--- config.mk ---
export PLATFORM = sky130hd
export DESIGN_NAME = mem_port_arbiter
export DESIGN_NICKNAME = d
export VERILOG_FILES = /design/src/rtl/mem_port_arbiter.sv
export SDC_FILE = /design/constraint.sdc
export NUM_CORES = 1
export LEC_CHECK = 0
export CAP_MARGIN = 20
export CORE_ASPECT_RATIO = 0.8
export CORE_MARGIN = 2
export CORE_UTILIZATION = 43
export DETAILED_ROUTE_END_ITERATION = 8
export GPL_TIMING_DRIVEN = 0
export PLACE_DENSITY = 0.8
export SYNTH_ARGS = -nofsm -noshare
export SYNTH_HDL_FRONTEND = slang
export SYNTH_SLANG_ARGS = --single-unit
--- constraint.sdc ---
create_clock -name clk -period 2.5 [get_ports clk]
set_input_delay 0.375 -clock clk [delete_from_list [all_inputs] [get_ports clk]]
set_output_delay 0.375 -clock clk [all_outputs]
set_load 0.03 [all_outputs]
--- src/rtl/mem_port_arbiter.sv ---
// mem_port_arbiter
//   Shares one single-port memory between an instruction-fetch requester (I)
//   and a data requester (D). It grants one port at a time, alternates
//   between ports when both keep requesting, and waits for MemAck with a
//   timeout. A timeout completes the access with read data 32'hDEAD_BEEF
//   and Err set.
//
// Parameters
//   TIMEOUT  maximum BUSY cycles without MemAck (1..255)
//   PRI_D    port that wins ties: 1 = data port, 0 = instruction port
//
// Ports
//   clk, RegReset                  clock, asynchronous active-low reset
//   IReq, IAddr                    fetch request and address
//   IRdata, IDone                  fetch read data and completion pulse
//   DReq, DWe, DAddr, DWdata       data request, store flag, address, store data
//   DRdata, DDone                  load data and completion pulse
//   StallF, StallM                 requester waiting (combinational)
//   Err                            the last completion was a timeout
//   MemReq, MemWe, MemAddr, MemWdata   memory request side
//   MemRdata, MemAck               memory response side
module mem_port_arbiter #(
  parameter int unsigned TIMEOUT = 15,
  parameter bit          PRI_D   = 1'b1
) (
  input  logic        clk,
  input  logic        RegReset,
  input  logic        IReq,
  input  logic [31:0] IAddr,
  output logic [31:0] IRdata,
  output logic        IDone,
  input  logic        DReq,
  input  logic        DWe,
  input  logic [31:0] DAddr,
  input  logic [31:0] DWdata,
  output logic [31:0] DRdata,
  output logic        DDone,
  output logic        StallF,
  output logic        StallM,
  output logic        Err,
  output logic        MemReq,
  output logic        MemWe,
  output logic [31:0] MemAddr,
  output logic [31:0] MemWdata,
  input  logic [31:0] MemRdata,
  input  logic        MemAck
);

  typedef enum logic [2:0] {
    S_IDLE,
    S_BUSY_I,
    S_BUSY_D,
    S_DONE_I,
    S_DONE_D
  } state_t;

  localparam logic [7:0]  CNT_LAST     = 8'(TIMEOUT - 1);
  localparam logic [31:0] TIMEOUT_DATA = 32'hDEAD_BEEF;

  state_t      r_state;
  state_t      w_state_nxt;
  logic [1:0]  r_rst_sync;
  logic [7:0]  r_cnt;
  logic        r_last_win;   // 1 = data port completed last, 0 = fetch port
  logic [31:0] r_addr;
  logic [31:0] r_wdata;
  logic        r_we;
  logic [31:0] r_irdata;
  logic [31:0] r_drdata;
  logic        r_err;

  logic        w_run;
  logic        w_busy;
  logic        w_timeout;
  logic        w_pick_d;

  // Reset release is re-timed through two flops so the FSM only starts
  // moving once the deassertion is safely synchronous to clk.
  // NOTE: clocked state is always written with non-blocking assignments so
  // every flop samples the values from before the edge.
  always_ff @(posedge clk or negedge RegReset) begin
    if (!RegReset) r_rst_sync <= 2'b00;
    else           r_rst_sync <= {r_rst_sync[0], 1'b1};
  end

  assign w_run     = r_rst_sync[1];
  assign w_busy    = (r_state == S_BUSY_I) || (r_state == S_BUSY_D);
  assign w_timeout = w_busy && !MemAck && (r_cnt == CNT_LAST);
  // Under contention the priority winner is granted unless it also won the
  // previous transaction, in which case the other port goes first.
  assign w_pick_d  = (r_last_win == PRI_D) ? !PRI_D : PRI_D;

  // NOTE: the next state gets a default before the case so that every path
  // assigns it and no latch is inferred.
  always_comb begin
    w_state_nxt = r_state;
    case (r_state)
      S_IDLE: begin
        if (IReq && DReq) w_state_nxt = w_pick_d ? S_BUSY_D : S_BUSY_I;
        else if (IReq)    w_state_nxt = S_BUSY_I;
        else if (DReq)    w_state_nxt = S_BUSY_D;
      end
      S_BUSY_I: if (MemAck || w_timeout) w_state_nxt = S_DONE_I;
      S_BUSY_D: if (MemAck || w_timeout) w_state_nxt = S_DONE_D;
      S_DONE_I,
      S_DONE_D: w_state_nxt = S_IDLE;
      default:  w_state_nxt = S_IDLE;
    endcase
  end

  always_ff @(posedge clk or negedge RegReset) begin
    if (!RegReset) r_state <= S_IDLE;
    else if (w_run) r_state <= w_state_nxt;
  end

  // NOTE: the latched request and read-data registers are reset too, because
  // the read-data and Err outputs must read zero while in reset.
  always_ff @(posedge clk or negedge RegReset) begin
    if (!RegReset) begin
      r_cnt      <= '0;
      r_last_win <= 1'b0;
      r_addr     <= '0;
      r_wdata    <= '0;
      r_we       <= 1'b0;
      r_irdata   <= '0;
      r_drdata   <= '0;
      r_err      <= 1'b0;
    end else if (w_run) begin
      case (r_state)
        S_IDLE: begin
          // Requester inputs are captured only on the grant edge.
          if (w_state_nxt == S_BUSY_I) begin
            r_addr  <= IAddr;
            r_we    <= 1'b0;
            r_wdata <= '0;
            r_cnt   <= '0;
          end else if (w_state_nxt == S_BUSY_D) begin
            r_addr  <= DAddr;
            r_we    <= DWe;
            r_wdata <= DWdata;
            r_cnt   <= '0;
          end
        end
        S_BUSY_I, S_BUSY_D: begin
          // MemAck takes precedence over a timeout in the same cycle.
          if (MemAck) begin
            if (r_state == S_BUSY_I) r_irdata <= MemRdata;
            else                     r_drdata <= MemRdata;
            r_err <= 1'b0;
          end else if (w_timeout) begin
            if (r_state == S_BUSY_I) r_irdata <= TIMEOUT_DATA;
            else                     r_drdata <= TIMEOUT_DATA;
            r_err <= 1'b1;
          end else begin
            r_cnt <= r_cnt + 8'd1;
          end
        end
        S_DONE_I: r_last_win <= 1'b0;
        S_DONE_D: r_last_win <= 1'b1;
        default:  ;
      endcase
    end
  end

  assign MemReq   = w_busy;
  assign MemWe    = (r_state == S_BUSY_D) && r_we;
  assign MemAddr  = w_busy ? r_addr  : '0;
  assign MemWdata = w_busy ? r_wdata : '0;

  assign IDone  = (r_state == S_DONE_I);
  assign DDone  = (r_state == S_DONE_D);
  assign IRdata = r_irdata;
  assign DRdata = r_drdata;
  assign Err    = r_err;

  // Stalls are gated by reset so every output reads zero while in reset.
  assign StallF = RegReset && IReq && !IDone;
  assign StallM = RegReset && DReq && !DDone;

endmodule
==> metrics.md, run 1 <==
| Metric | Value |
|---|---|
| Share of cells above drive strength 1 | `0.1369` |
| Initial antenna violation count | `0` |
| Initial core utilization | `0.4368` |
| Setup crit start kind | `input pin` |
| Die width | `approximately 140 um` |
| Clk sinks | `around 140` |
| Clock root buffer | `clkbuf_16` |
| Antenna Nets Post-Route | `0` |
| IO Pins | `about 270` |
| Non-Filler Instances | `approximately 1,200` |
| Setup CP Type | `in -> out` |
| First-pass GRT wire length | `about 32,000 um` |
| Worst R2R Start | `r_state[1]$_DFFE_PN0P_` |
| Post-synthesis async set-or-reset flop share | `1.000` |
| Type of the tightest min-delay check | `reg -> reg` |
| CTS tree | `built` |
| Reg2reg end | `r_addr[18]$_DFFE_PN0P_` |
| DRT iter0 DRCs | `around 440` |
| Worst Max-Slew Pin Slew | `approximately 0.72 ns` |
| Skew final | `0.01222 ns` |
| RSZ-0062 raised after global routing | `yes` |
| Post-synth top area cell | `dfrtp_1` |
| Slew Limit Fails | `0` |
| GR Layer Usage met2 | `0.4036` |
| F_max | `403.7 MHz` |
| Final Setup Violations | `0` |
| Top_reg_cell synth | `dfrtp_1` |
| GR Util met3 | `0.04433` |
| DR vias/cell | `between 5 and 6` |
| GP Congestion | `between 0.8 and 0.9` |
| Gr usage total | `0.2585` |
| Syn_nets | `around 840` |
| Drt wl/cell | `17.69 um` |
| Power Density | `around 1300 nW/um^2` |
| Final Cycle Share | `0.9910` |
| Post-DP HPWL | `14,910 um` |
| Most frequent cells in the layout | `clkdlybuf4s50_1, nand2_1, dfrtp_1` |
| R2R setup slack | `0.08 ns` |
| Rel. slew slack | `0.5181` |
| Die Y | `approximately 110 um` |
| Port Buffers | `~270` |
| Final wirelength | `between 20,000 and 25,000 um` |
| Largest cells by area after synthesis | `dfrtp_1, nand2_1, o21ai_0` |
| Syn Area/Cell | `approximately 9.3 um^2` |
| Reg clk slew, reported paths | `roughly 0.060 ns` |
| Fin worst setup slack | `between 0.02 and 0.025 ns` |
| DRC errors left | `0` |
| Post-synthesis register bit count | `144` |
| Ys Warns | `0` |
| Final Hold Viols | `0` |
| Worst hold slack | `0.3513 ns` |
| Net total in the final layout | `1,131` |
| Vias | `roughly 6,300` |
| LEAKAGE | `roughly 5.0 nW` |
| Crit path to | `StallM` |
| Crit Path Max Fanout | `4` |
| Placed Cells | `1,158` |
| Worst-Skew Late Latency | `between 0.4 and 0.5 ns` |
| Clock buffer depth | `2` |
| Num rows | `40` |
| Worst vdd ir | `approximately 0.57 mV` |
| Die footprint | `~16,000 um^2` |
| Core Region | `14,960 um^2` |
| Critical path endpoint category | `primary output` |
| Worst EP arrival | `around 2.1 ns` |
| Outcome | `finished, final reports clean` |
| Setup crit start | `RegReset` |
| Syn Std Cell Area | `~6500 um^2` |
| Initial DRT Pass Iterations | `5` |
| Clock buffer count from CTS | `17` |
| Post-synth EDFFs | `0` |
| Netlist cell types | `40` |
| GRT overflow | `0` |
| Tmin final | `around 2.5 ns` |
| Mapped Cells | `700` |
| Most common cell after layout, fill and taps aside | `clkdlybuf4s50_1` |
| Diodes inserted | `0` |
| Fill count | `1,186` |
| M1 GR Usage | `0.3614` |
| Post-route setup TNS | `0 ns` |
| Largest net degree at the start of global routing | `between 70 and 80` |
| Register area share after synthesis | `0.5513` |
| Pre-CTS setup slack | `-0.3372 ns` |
| Cell depth of the worst flop-to-flop path | `8` |
| Number of global-route vias before repair | `~6,000` |
| Synth top area share | `0.5513` |
| # H-tree levels | `4` |
| Critical path data required time | `roughly 2.1 ns` |
| Grt peak-use layer | `met2` |
| Syn-to-layout area delta | `56.43%` |
| Max_cap viols | `0` |
[sequential cells by signal, summed over array words and instances (netlist names)]
signal      count
DRdata         32
Err             1
IRdata         32
r_addr         32
r_cnt           8
r_last_win      1
r_rst_sync      2
r_state         3
r_wdata        32
r_we            1
[kinds of logic after synthesis]
logic type / Yosys count / share of synthesized area
compound gates: 159 / 0.1369
xor+xnor: 1 / 0.001340
fa+ha+maj: 2 / 0.003828
buf+inv: 59 / 0.03905
flops: 144 / 0.5513
mux: 32 / 0.04901
other cells: 1 / 0.0005737
simple gates: 302 / 0.2180
[what timing repair did]
action	CTS	global route
hold buffers	2	4
buffers inserted	0	1
pin swaps	0	1
resized for setup	165	54
endpoints found under the hold margin	68	25
endpoints found under the setup margin	74	173
[power by group]
part	internal, mW	leakage, nW	total (mW)	switching [mW]
sequential	3.32	1.81	3.85	0.530
combinational	2.42	2.91	6.33	3.90
clock	1.60	0.286	2.61	1.01
total	7.34	5.01	12.8	5.45
[cell type report]
type / instances / area (um^2) / share of cell area
repair buffers: 276 / 2739 / 0.2679
plain buffers: 56 / 292.8 / 0.02863
well taps: 189 / 236.5 / 0.02313
clock inverters: 13 / 161.4 / 0.01579
clock buffers: 19 / 442.9 / 0.04332
inverters: 3 / 11.26 / 0.001101
multi-input cells: 497 / 2738 / 0.2677
flip-flops and latches: 144 / 3603 / 0.3524
[per-stage QoR]
stage                     utilization  total power [mW]  cell area, um^2
after floorplan                     -             7.460             6536
after global placement         0.6319             10.16             9455
after detailed placement       0.6338             10.29             9484
after CTS                      0.6826             12.80            10210
after global routing           0.6833             13.47            10220
final                          0.6833             12.79            10220
[cells in the mapped netlist (all sizes together), types with 2 or more instances]
library cell / count
dfrtp: 144
nand2: 179
ha: 2
a21oi: 3
nor3b: 2
clkbuf: 40
a31oi: 3
nor2b: 24
and3: 69
a311oi: 2
inv: 3
nor2: 11
nand2b: 2
o31ai: 4
o211ai: 2
o41ai: 2
buf: 16
nor3: 2
or3b: 2
o21ai: 140
and2: 3
mux2i: 32
nand3: 3
[worst min path at each step]
stage / startpoint / end / depth (start not counted)
finish: r_rst_sync[0]$_DFF_PN0_ / r_rst_sync[1]$_DFF_PN0_ / 0
global route: r_rst_sync[0]$_DFF_PN0_ / r_rst_sync[1]$_DFF_PN0_ / 0
CTS: RegReset / DRdata[10]$_DFFE_PN0P_ / 2
detailed placement: r_rst_sync[0]$_DFF_PN0_ / r_rst_sync[1]$_DFF_PN0_ / 0
global placement: r_rst_sync[0]$_DFF_PN0_ / r_rst_sync[1]$_DFF_PN0_ / 0
floorplan: RegReset / DRdata[0]$_DFFE_PN0P_ / 0
[routing by layer]
metal	vias to the layer above	share of wire	routed length [um]
met4	0	0.025	519
met5	-	0	0
met2	191	0.49	10360
met3	38	0.046	969
li1	2969	-	-
met1	3069	0.44	9329
[critical path, cell delays in order]
cell	delay, ns
dlygate4sd3_1	0.60
buf_12	0.14
buf_16	0.13
nand2_1	0.05
nor2_1	0.11
clkdlybuf4s50_1	0.69
No activity file was read; power rests on OpenSTA's default activity.
==> run 2, diff against run 1 <==
--- a/config.mk
+++ b/config.mk
@@ -5,12 +5,13 @@
 export SDC_FILE = /design/constraint.sdc
 export NUM_CORES = 1
 export LEC_CHECK = 0
-export CAP_MARGIN = 20
+export CAP_MARGIN = 40
 export CORE_ASPECT_RATIO = 0.8
 export CORE_MARGIN = 2
 export CORE_UTILIZATION = 43
 export DETAILED_ROUTE_END_ITERATION = 8
 export GPL_TIMING_DRIVEN = 0
+export MAX_ROUTING_LAYER = met4
 export PLACE_DENSITY = 0.8
 export SYNTH_ARGS = -nofsm -noshare
 export SYNTH_HDL_FRONTEND = slang
==> metrics.md, run 2 (same netlist as run 1, synthesis figures left out) <==
| Metric | Value |
|---|---|
| IO Pins | `269 (unchanged)` |
| Clock root buffer | `clkbuf_16` |
| Vias | `6,247 (-0.32%)` |
| Post-route setup TNS | `0 ns (unchanged)` |
| Initial core utilization | `0.4368 (unchanged)` |
| # H-tree levels | `4 (unchanged)` |
| Drt wl/cell | `17.56 um (-0.72%)` |
| Final Hold Viols | `0 (unchanged)` |
| RSZ-0062 raised after global routing | `yes` |
| Crit Path Max Fanout | `4 (unchanged)` |
| Worst Max-Slew Pin Slew | `0.7278 ns (+0.004923 ns)` |
| Syn-to-layout area delta | `56.43% (unchanged)` |
| Die footprint | `16,210 um^2 (unchanged)` |
| Worst EP arrival | `2.08 ns (-0.02 ns)` |
| Num rows | `40 (unchanged)` |
| Post-DP HPWL | `14,910 um (unchanged)` |
| Post-layout util | `0.6833 (unchanged)` |
| Final Cycle Share | `0.9811 (-0.009838)` |
| LEAKAGE | `5.010 nW (unchanged)` |
| Most common cell after layout, fill and taps aside | `clkdlybuf4s50_1` |
| Clock buffer depth | `2 (unchanged)` |
| Die width | `141.8 um (unchanged)` |
| Fill count | `1,182 (-0.34%)` |
| Clock buffer count from CTS | `17 (unchanged)` |
| GP Congestion | `0.8526 (+1.6%)` |
| Worst hold slack | `0.3517 ns (+0.0004440 ns)` |
| Type of the tightest min-delay check | `reg -> reg` |
| Share of cells above drive strength 1 | `0.1369 (unchanged)` |
| Crit path cell chain | `dlygate4sd3_1, buf_12, buf_16, nand2_1, nor2_1, clkdlybuf4s50_1` |
| Final wirelength | `21,020 um (-0.72%)` |
| Gr usage total | `0.2662 (+0.007664)` |
| Pwr Total | `12.78 mW (about the same)` |
| Worst-Skew Late Latency | `0.43 ns (about the same)` |
| Largest net degree at the start of global routing | `79 (unchanged)` |
| Skew final | `0.01243 ns (+0.0002145 ns)` |
| Reg clk slew, reported paths | `0.06 ns (about the same)` |
| Net total in the final layout | `1,131 (unchanged)` |
| CTS tree | `built` |
| Critical path endpoint category | `primary output` |
| Port Buffers | `268 (unchanged)` |
| Final Setup Violations | `0 (unchanged)` |
| Non-Filler Instances | `1,197 (unchanged)` |
| Tmin final | `2.453 ns (-0.02460 ns)` |
| Setup CP Type | `in -> out` |
| Core Region | `14,960 um^2 (unchanged)` |
| GRT overflow | `0 (unchanged)` |
| Max stage delay cell, worst path | `clkdlybuf4s50_1` |
| Die Y | `114.3 um (unchanged)` |
| Power Density | `1250 nW/um^2 (about the same)` |
| Most frequent cells in the layout | `clkdlybuf4s50_1, nand2_1, dfrtp_1` |
| Worst vdd ir | `0.5686 mV (about the same)` |
| CP max stage delay | `0.69 ns (about the same)` |
| Initial antenna violation count | `0 (unchanged)` |
| Outcome | `finished, final reports clean` |
| Rel. slew slack | `0.5148 (-0.003282)` |
| Slew Limit Fails | `0 (unchanged)` |
| Number of global-route vias before repair | `6,017 (+0.10%)` |
| F_max | `407.7 MHz (+1.0%)` |
| Max_cap viols | `0 (unchanged)` |
| Antenna Nets Post-Route | `0 (unchanged)` |
| Setup crit start kind | `input pin` |
| Initial DRT Pass Iterations | `5 (unchanged)` |
| Diodes inserted | `0 (unchanged)` |
| Clk sinks | `144 (unchanged)` |
| Placed Cells | `1,158 (unchanged)` |
| DRC errors left | `0 (unchanged)` |
| DR vias/cell | `5.219 (-0.32%)` |
| First-pass GRT wire length | `32,490 um (about the same)` |
| Critical path data required time | `2.12 ns (about the same)` |
| DRT iter0 DRCs | `449 (+1.4%)` |
[run 2: cell counts in the layout (fill, tap and decap cells not counted)]
No cell type changed its count.
[run 2: worst paths after layout]
check | startpoint | endpoint | slack (ns) | cells after the start
worst min register to register | r_rst_sync[0]$_DFF_PN0_ | r_rst_sync[1]$_DFF_PN0_ | 0.35 | 0
max in group asynchronous | RegReset | DRdata[8]$_DFFE_PN0P_ | 0.74 | 5
worst min-delay path | r_rst_sync[0]$_DFF_PN0_ | r_rst_sync[1]$_DFF_PN0_ | 0.35 | 0
worst max register to register | r_state[1]$_DFFE_PN0P_ | r_addr[18]$_DFFE_PN0P_ | 0.09 | 8
worst max-delay path | RegReset | StallM | 0.05 | 6
min in group asynchronous | RegReset | IRdata[2]$_DFFE_PN0P_ | 0.62 | 4
[run 2: worst max-delay path, delay by kind of cell]
family	cells	cell delay [ns]
buffers and inverters	4	1.53
AND/OR/NAND/NOR	2	0.16
[run 2: cell type report]
| cell class | instances | area (um^2) | share of cell area |
|---|---|---|---|
| Sequential cell | 144 | 3603 | 0.3524 |
| Timing Repair Buffer | 276 | 2739 | 0.2679 |
| Multi-Input combinational cell | 497 | 2738 | 0.2677 |
| Clock buffer | 19 | 442.9 | 0.04332 |
| Buffer | 56 | 292.8 | 0.02863 |
| Tap cell | 189 | 236.5 | 0.02313 |
| Clock inverter | 13 | 161.4 | 0.01579 |
| Inverter | 3 | 11.26 | 0.001101 |
[run 2: power breakdown]
part	internal [mW]	switching, mW
combinational	2.42	3.90
clock	1.60	1.01
sequential	3.32	0.528
[run 2: metal layers]
layer	up-vias	share of wire	track usage
met5	-	0	-
met4	0	0.025	0.1000
met3	39	0.050	0.04601
met2	194	0.49	0.4042
met1	3038	0.44	0.3617
li1	2976	-	-
[run 2: what timing repair did]
action,in CTS,in global routing
hold buffers,2,4
gates resized for setup,165,54
buffers inserted,0,1
setup endpoints to repair,74,167
pin swaps,0,1
endpoints found under the hold margin,68,25
[run 2: stage by stage]
step / setup WS [ns] / area, um^2
floorplan: 0.4036 / 6536
CTS: -0.05313 / 10210
global route: -0.03381 / 10220
detailed placement: -0.3372 / 9484
global placement: -5.129 / 9455
finish: 0.04721 / 10220
==> run 3, diff against run 2 <==
--- a/config.mk
+++ b/config.mk
@@ -7,7 +7,6 @@
 export LEC_CHECK = 0
 export CAP_MARGIN = 40
 export CORE_ASPECT_RATIO = 0.8
-export CORE_MARGIN = 2
 export CORE_UTILIZATION = 43
 export DETAILED_ROUTE_END_ITERATION = 8
 export GPL_TIMING_DRIVEN = 0
==> metrics.md, run 3 (same netlist as run 1, synthesis figures left out) <==
| Metric | Value |
|---|---|
| Outcome | `finished, final reports clean` |
| Critical path endpoint category | `primary output` |
| Max stage delay cell, worst path | `dfrtp_1` |
| Reg clk slew, reported paths | `0.06 ns (about the same)` |
| Most common cell after layout, fill and taps aside | `clkdlybuf4s50_1` |
| Clk sinks | `144 (unchanged)` |
| Skew final | `0.009148 ns (-0.003284 ns)` |
| Final Hold Viols | `0 (unchanged)` |
| Setup CP Type | `reg -> out` |
| GR Layer Usage met2 | `0.4337 (+0.02946)` |
| Logic pwr share | `0.481 (-0.014)` |
| # H-tree levels | `4 (unchanged)` |
| Rel. slew slack | `0.5215 (+0.006697)` |
| Worst-Skew Late Latency | `0.42 ns (about the same)` |
| GRT overflow | `0 (unchanged)` |
| Antenna Nets Post-Route | `0 (unchanged)` |
| Clock buffer count from CTS | `17 (unchanged)` |
| Critical path data required time | `2.12 ns (about the same)` |
| LEAKAGE | `5.064 nW (+1.1%)` |
| Initial core utilization | `0.4495 (+0.01270)` |
| Initial DRT Pass Iterations | `6 (+1)` |
| Worst R2R Start | `r_state[0]$_DFFE_PN0P_` |
| CP max stage delay | `0.37 ns (-0.32 ns)` |
| Buf/Inv on CP | `4 (unchanged)` |
| Grt peak-use layer | `met2` |
| Initial antenna violation count | `0 (unchanged)` |
| Crit Path Max Fanout | `10 (+6)` |
| DP Area | `9478 um^2 (about the same)` |
| IO Pins | `269 (unchanged)` |
| DRT iter0 DRCs | `404 (-10%)` |
| Seq pwr share | `0.299 (-0.002)` |
| Final Cycle Share | `0.9646 (-0.01651)` |
| Post-DP HPWL | `14,510 um (-2.7%)` |
| Net total in the final layout | `1,129 (-0.18%)` |
| Fill count | `1,142 (-3.4%)` |
| M1 GR Usage | `0.3639 (+0.002172)` |
| Internal power | `7.566 mW (+3.0%)` |
| Power Density | `1273 nW/um^2 (+1.9%)` |
| Syn-to-layout area delta | `55.47%` |
| R2R setup slack | `0.12 ns (+0.03 ns)` |
| Final Setup Violations | `0 (unchanged)` |
| Worst Max-Slew Pin Slew | `0.7178 ns (-0.01005 ns)` |
| Core Region | `14,540 um^2 (-2.8%)` |
| Delay-heaviest family, CP | `buffers and inverters` |
| Share of cells above drive strength 1 | `0.1332 (-0.003704)` |
| Worst EP arrival | `2.04 ns (-0.04 ns)` |
| Number of global-route vias before repair | `6,155 (+2.3%)` |
| Cell depth of the worst flop-to-flop path | `8 (unchanged)` |
| Type of the tightest min-delay check | `in -> async` |
| Max_cap viols | `0 (unchanged)` |
| Worst vdd ir | `0.4884 mV (-14%)` |
| Setup crit start kind | `flop` |
| Die width | `139.8 um (-1.4%)` |
| Final wirelength | `20,650 um (-1.8%)` |
| Reg2reg end | `r_wdata[27]$_DFFE_PN0P_` |
| Clock root buffer | `clkbuf_16` |
| Switching Fraction | `0.4152 (-0.01019)` |
| CTS tree | `built` |
| Diodes inserted | `0 (unchanged)` |
| GR Util met3 | `0.06058 (+0.01457)` |
| Drt wl/cell | `17.35 um (-1.2%)` |
| Gr usage total | `0.2776 (+0.01149)` |
| DRC errors left | `0 (unchanged)` |
| Clock power share | `0.220 (+0.016)` |
| F_max | `414.7 MHz (+1.7%)` |
| First-pass GRT wire length | `32,420 um (-0.19%)` |
| Slew Limit Fails | `0 (unchanged)` |
| Fin area | `10,160 um^2 (-0.61%)` |
| Port Buffers | `268 (unchanged)` |
| Num rows | `39 (-2.5%)` |
| GP Congestion | `0.8101 (-5.0%)` |
| Clock buffer depth | `2 (unchanged)` |
| Die Y | `112.3 um (-1.8%)` |
| Largest net degree at the start of global routing | `54 (-32%)` |
| Crit path cell chain | `buf_6, xor2_4, clkbuf_8, clkbuf_2, and3_1, clkdlybuf4s15_2` |
| Tmin final | `2.412 ns (-0.04128 ns)` |
| Post-layout util | `0.6988 (+0.01557)` |
| Die footprint | `15,700 um^2 (-3.1%)` |
| Switching power | `5.373 mW (-1.2%)` |
| Vias | `6,267 (+0.32%)` |
| Most frequent cells in the layout | `clkdlybuf4s50_1, nand2_1, dfrtp_1` |
| DR vias/cell | `5.266 (+0.91%)` |
==> run 3: layout make-up <==
type	count	area [um^2]	share of cell area
plain buffers	56	292.8	0.02881
clock buffers	21	450.4	0.04432
inverters	3	11.26	0.001108
flip-flops and latches	144	3603	0.3546
well taps	184	230.2	0.02265
multi-input cells	497	2733	0.2689
clock inverters	11	210.2	0.02068
repair buffers	274	2631	0.2589
==> run 3: power groups by stage <==
stage          Clock (mW)  Combinational (mW)  Sequential (mW)
3_5_place_dp            0                6.40             3.86
2_1_floorplan           0                2.72             4.74
5_1_grt              2.98                6.65             3.97
6_report             2.85                6.22             3.86
4_1_cts              2.87                6.29             3.84
3_3_place_gp            0                6.30             3.83
==> run 3: timing repair <==
item,4_1_cts,5_1_grt
endpoints found under the hold margin,53,0
pin swaps,0,1
resized for setup,129,84
hold buffers,3,0
setup buffers,0,1
gates cloned,1,0
endpoints found under the setup margin,93,149
==> run 3: layer usage <==
| metal | routed length, um | up-vias | part of all wire |
|---|---|---|---|
| met5 | 0 | - | 0 |
| met4 | 327 | 0 | 0.016 |
| met3 | 1095 | 23 | 0.053 |
| met2 | 10090 | 228 | 0.49 |
| met1 | 9137 | 3048 | 0.44 |
| li1 | - | 2968 | - |
==> run 3: worst max path at each step <==
stage / slack (ns) / endpoint / cells past startpoint / start
global placement: -4.77 / IRdata[9]$_DFFE_PN0P_ / 1 / RegReset
detailed placement: -0.28 / MemWdata[30] / 6 / r_state[0]$_DFFE_PN0P_
finish: 0.09 / MemAddr[26] / 6 / r_state[0]$_DFFE_PN0P_
floorplan: 0.40 / r_cnt[3]$_DFFE_PN0P_ / 6 / r_cnt[4]$_DFFE_PN0P_
CTS: 0.00005 / MemAddr[27] / 6 / r_state[0]$_DFFE_PN0P_
global route: -0.003 / StallM / 4 / r_state[2]$_DFFE_PN0P_
==> run 3: per-stage QoR <==
| stage | power [mW] | worst slack [ns] | setup TNS [ns] | std cells | hold slack (ns) |
|---|---|---|---|---|---|
| floorplan | 7.460 | 0.4036 | 0 | 700 | 0.07941 |
| global placement | 10.13 | -4.770 | -717.67 | 1152 | 0.3351 |
| global route | 13.60 | -0.003339 | -0.003339 | 1190 | 0.06566 |
| CTS | 13.01 | 0.00004596 | 0 | 1189 | 0.05292 |
| finish | 12.94 | 0.08849 | 0 | 1190 | 0.05046 |
| detailed placement | 10.26 | -0.2836 | -24.05 | 1153 | 0.3386 |
==> run 3: worst reg2reg max path, stage by stage, from the launching register on <==
cell      delay (ns)
dfrtp_1         0.37
buf_6           0.14
or3b_1          0.39
a311oi_2        0.51
o311ai_4        0.18
buf_2           0.23
buf_2           0.21
nand2_1         0.10
o21ai_0         0.10
==> RTL edit, RTL diff (flow settings as in run 1) <==
Register the output `Err` once more, cleared by the reset; this adds one clock of latency there. The other outputs are not delayed to match.
--- a/src/rtl/mem_port_arbiter.sv
+++ b/src/rtl/mem_port_arbiter.sv
@@ -173,3 +173,9 @@
   assign DRdata = r_drdata;
-  assign Err    = r_err;
+  always_ff @(posedge clk or negedge RegReset) begin
+    if (!RegReset) begin
+      Err <= '0;
+    end else begin
+      Err <= r_err;
+    end
+  end
 
Behaviour: same outputs for any inputs over 4 cycles, from zero or initial values and one cycle with RegReset low; that may be too few to reach the edited logic, so the function may still have changed.
==> RTL edit against run 1 <==
- the flow now finishes with violations (negative hold slack)
- final area is 2.1% lower
- register-to-register slack improved by 0.23 ns
- sequential power is 3% higher
- non-clock buffer count shrank 15
- fmax up 2.9%
- area after synthesis fell by 0.50%
- highest routed layer unchanged
- total power up 16%
- synthesized cell count decreased by 16%
- routed wire length shrank 13%
- critical path type is now register to output port
- clock power barely moved
- worst setup slack better by 0.071 ns
- sequential cell count rose by 1
==> RTL edit: results (changes against run 1) <==
[metrics] run status: finished with violations
[metrics] ratio of cells with drive above 1 in the final layout: 0.1395 (+0.002604)
[metrics] met3 track demand over resource in global routing: 0.06087 (+0.01654)
[metrics] post-synthesis sequential area ratio: 0.5579 (+0.006605)
[metrics] drt initial violations: 246 (-44%)
[metrics] clock network fraction of total power: 0.177 (-0.027)
[metrics] largest net degree at the start of global routing: 82 (+3.8%)
[metrics] net count after synthesis: 726 (-13%)
[metrics] largest fanout of any net on the critical path: 13 (+9)
[metrics] Total Wirelength: 18.36 mm (-13%)
[metrics] worst hold slack across all endpoints: -0.1421 ns (-0.4934 ns)
[metrics] detail-routed via count per cell: 5.043 (-3.7%)
[metrics] switching pwr: 6494 uW (+19%)
[metrics] setup bufs post-CTS: 7 (+7)
[metrics] met1 layer usage reported by global route: 0.2981 (-0.06339)
[metrics] violated checks: negative hold slack
[metrics] maximum ir drop on the vdd rail: 856.9 uV (+51%)
[metrics] nets: 1019 (-9.9%)
[metrics] number of search-and-repair iterations in the first detailed-routing pass: 4 (-1)
[metrics] P_leak: 0.004434 uW (-11%)
[metrics] Routability Congestion: 0.8091 (-3.6%)
[metrics] first-pass GRT wire length: 29.29 mm (-9.8%)
[metrics] number of gates resized after CTS: 212 (+28%)
[metrics] GRT Overall Usage: 0.2327 (-0.02581)
[metrics] number of hold violations in the final report: 80 (+80)
[metrics] wire length on met2: 8.729 mm (-16%)
[metrics] worst r2r path cells: 6 (-2)
[metrics] Filler Cell Count: 1203 (+1.4%)
[metrics] instance count of the mapped netlist: 590 (-16%)
RTL edit: cell families (layout without fill, tap and decap cells):
| logic type | count (synthesis) | in the layout | share of synthesized area |
|---|---|---|---|
| adders and majority gates | 2 | 2 | 0.003847 |
| DFF | 145 | 145 | 0.5579 |
| and+or+nand+nor | 169 | 169 | 0.1497 |
| xor gates and xnor gates | 1 | 1 | 0.001347 |
| muxes | 33 | 33 | 0.05098 |
| buffers and inverters | 82 | 388 | 0.06041 |
| AOI/OAI and AO/OA | 157 | 157 | 0.1753 |
| other | 1 | 1 | 0.0005766 |
RTL edit: path summary, 6_finish.rpt:
path / start / endpoint
worst max-delay path: r_state[2]$_DFFE_PN0P_ / DDone
worst min-delay path: RegReset / IRdata[7]$_DFFE_PN0P_
worst max register to register: r_state[2]$_DFFE_PN0P_ / IRdata[15]$_DFFE_PN0P_
worst min register to register: r_rst_sync[0]$_DFF_PN0_ / r_rst_sync[1]$_DFF_PN0_
max in group asynchronous: RegReset / DRdata[27]$_DFFE_PN0P_
min in group clk: r_rst_sync[0]$_DFF_PN0_ / r_rst_sync[1]$_DFF_PN0_
RTL edit: cell type report:
class	instances	area, sq um	share of cell area
well taps	189	236.5	0.02363
clock inverters	14	178.9	0.01788
plain buffers	42	262.8	0.02625
multi-input cells	363	2514	0.2512
repair buffers	275	2611	0.2609
flip-flops and latches	145	3630	0.3627
clock buffers	18	429.2	0.04288
inverters	39	146.4	0.01463
RTL edit: through the flow:
stage	instance area (sq um)	TNS, ns	hold slack, ns	total power, uW
after floorplan	6504	0	0.07941	8889
after global placement	9403	-751.38	0.3333	12340
after detailed placement	9432	-25.88	0.3356	12440
after CTS	10050	0	-0.1205	14990
after global routing	10010	0	-0.1211	15610
final	10010	0	-0.1421	14780
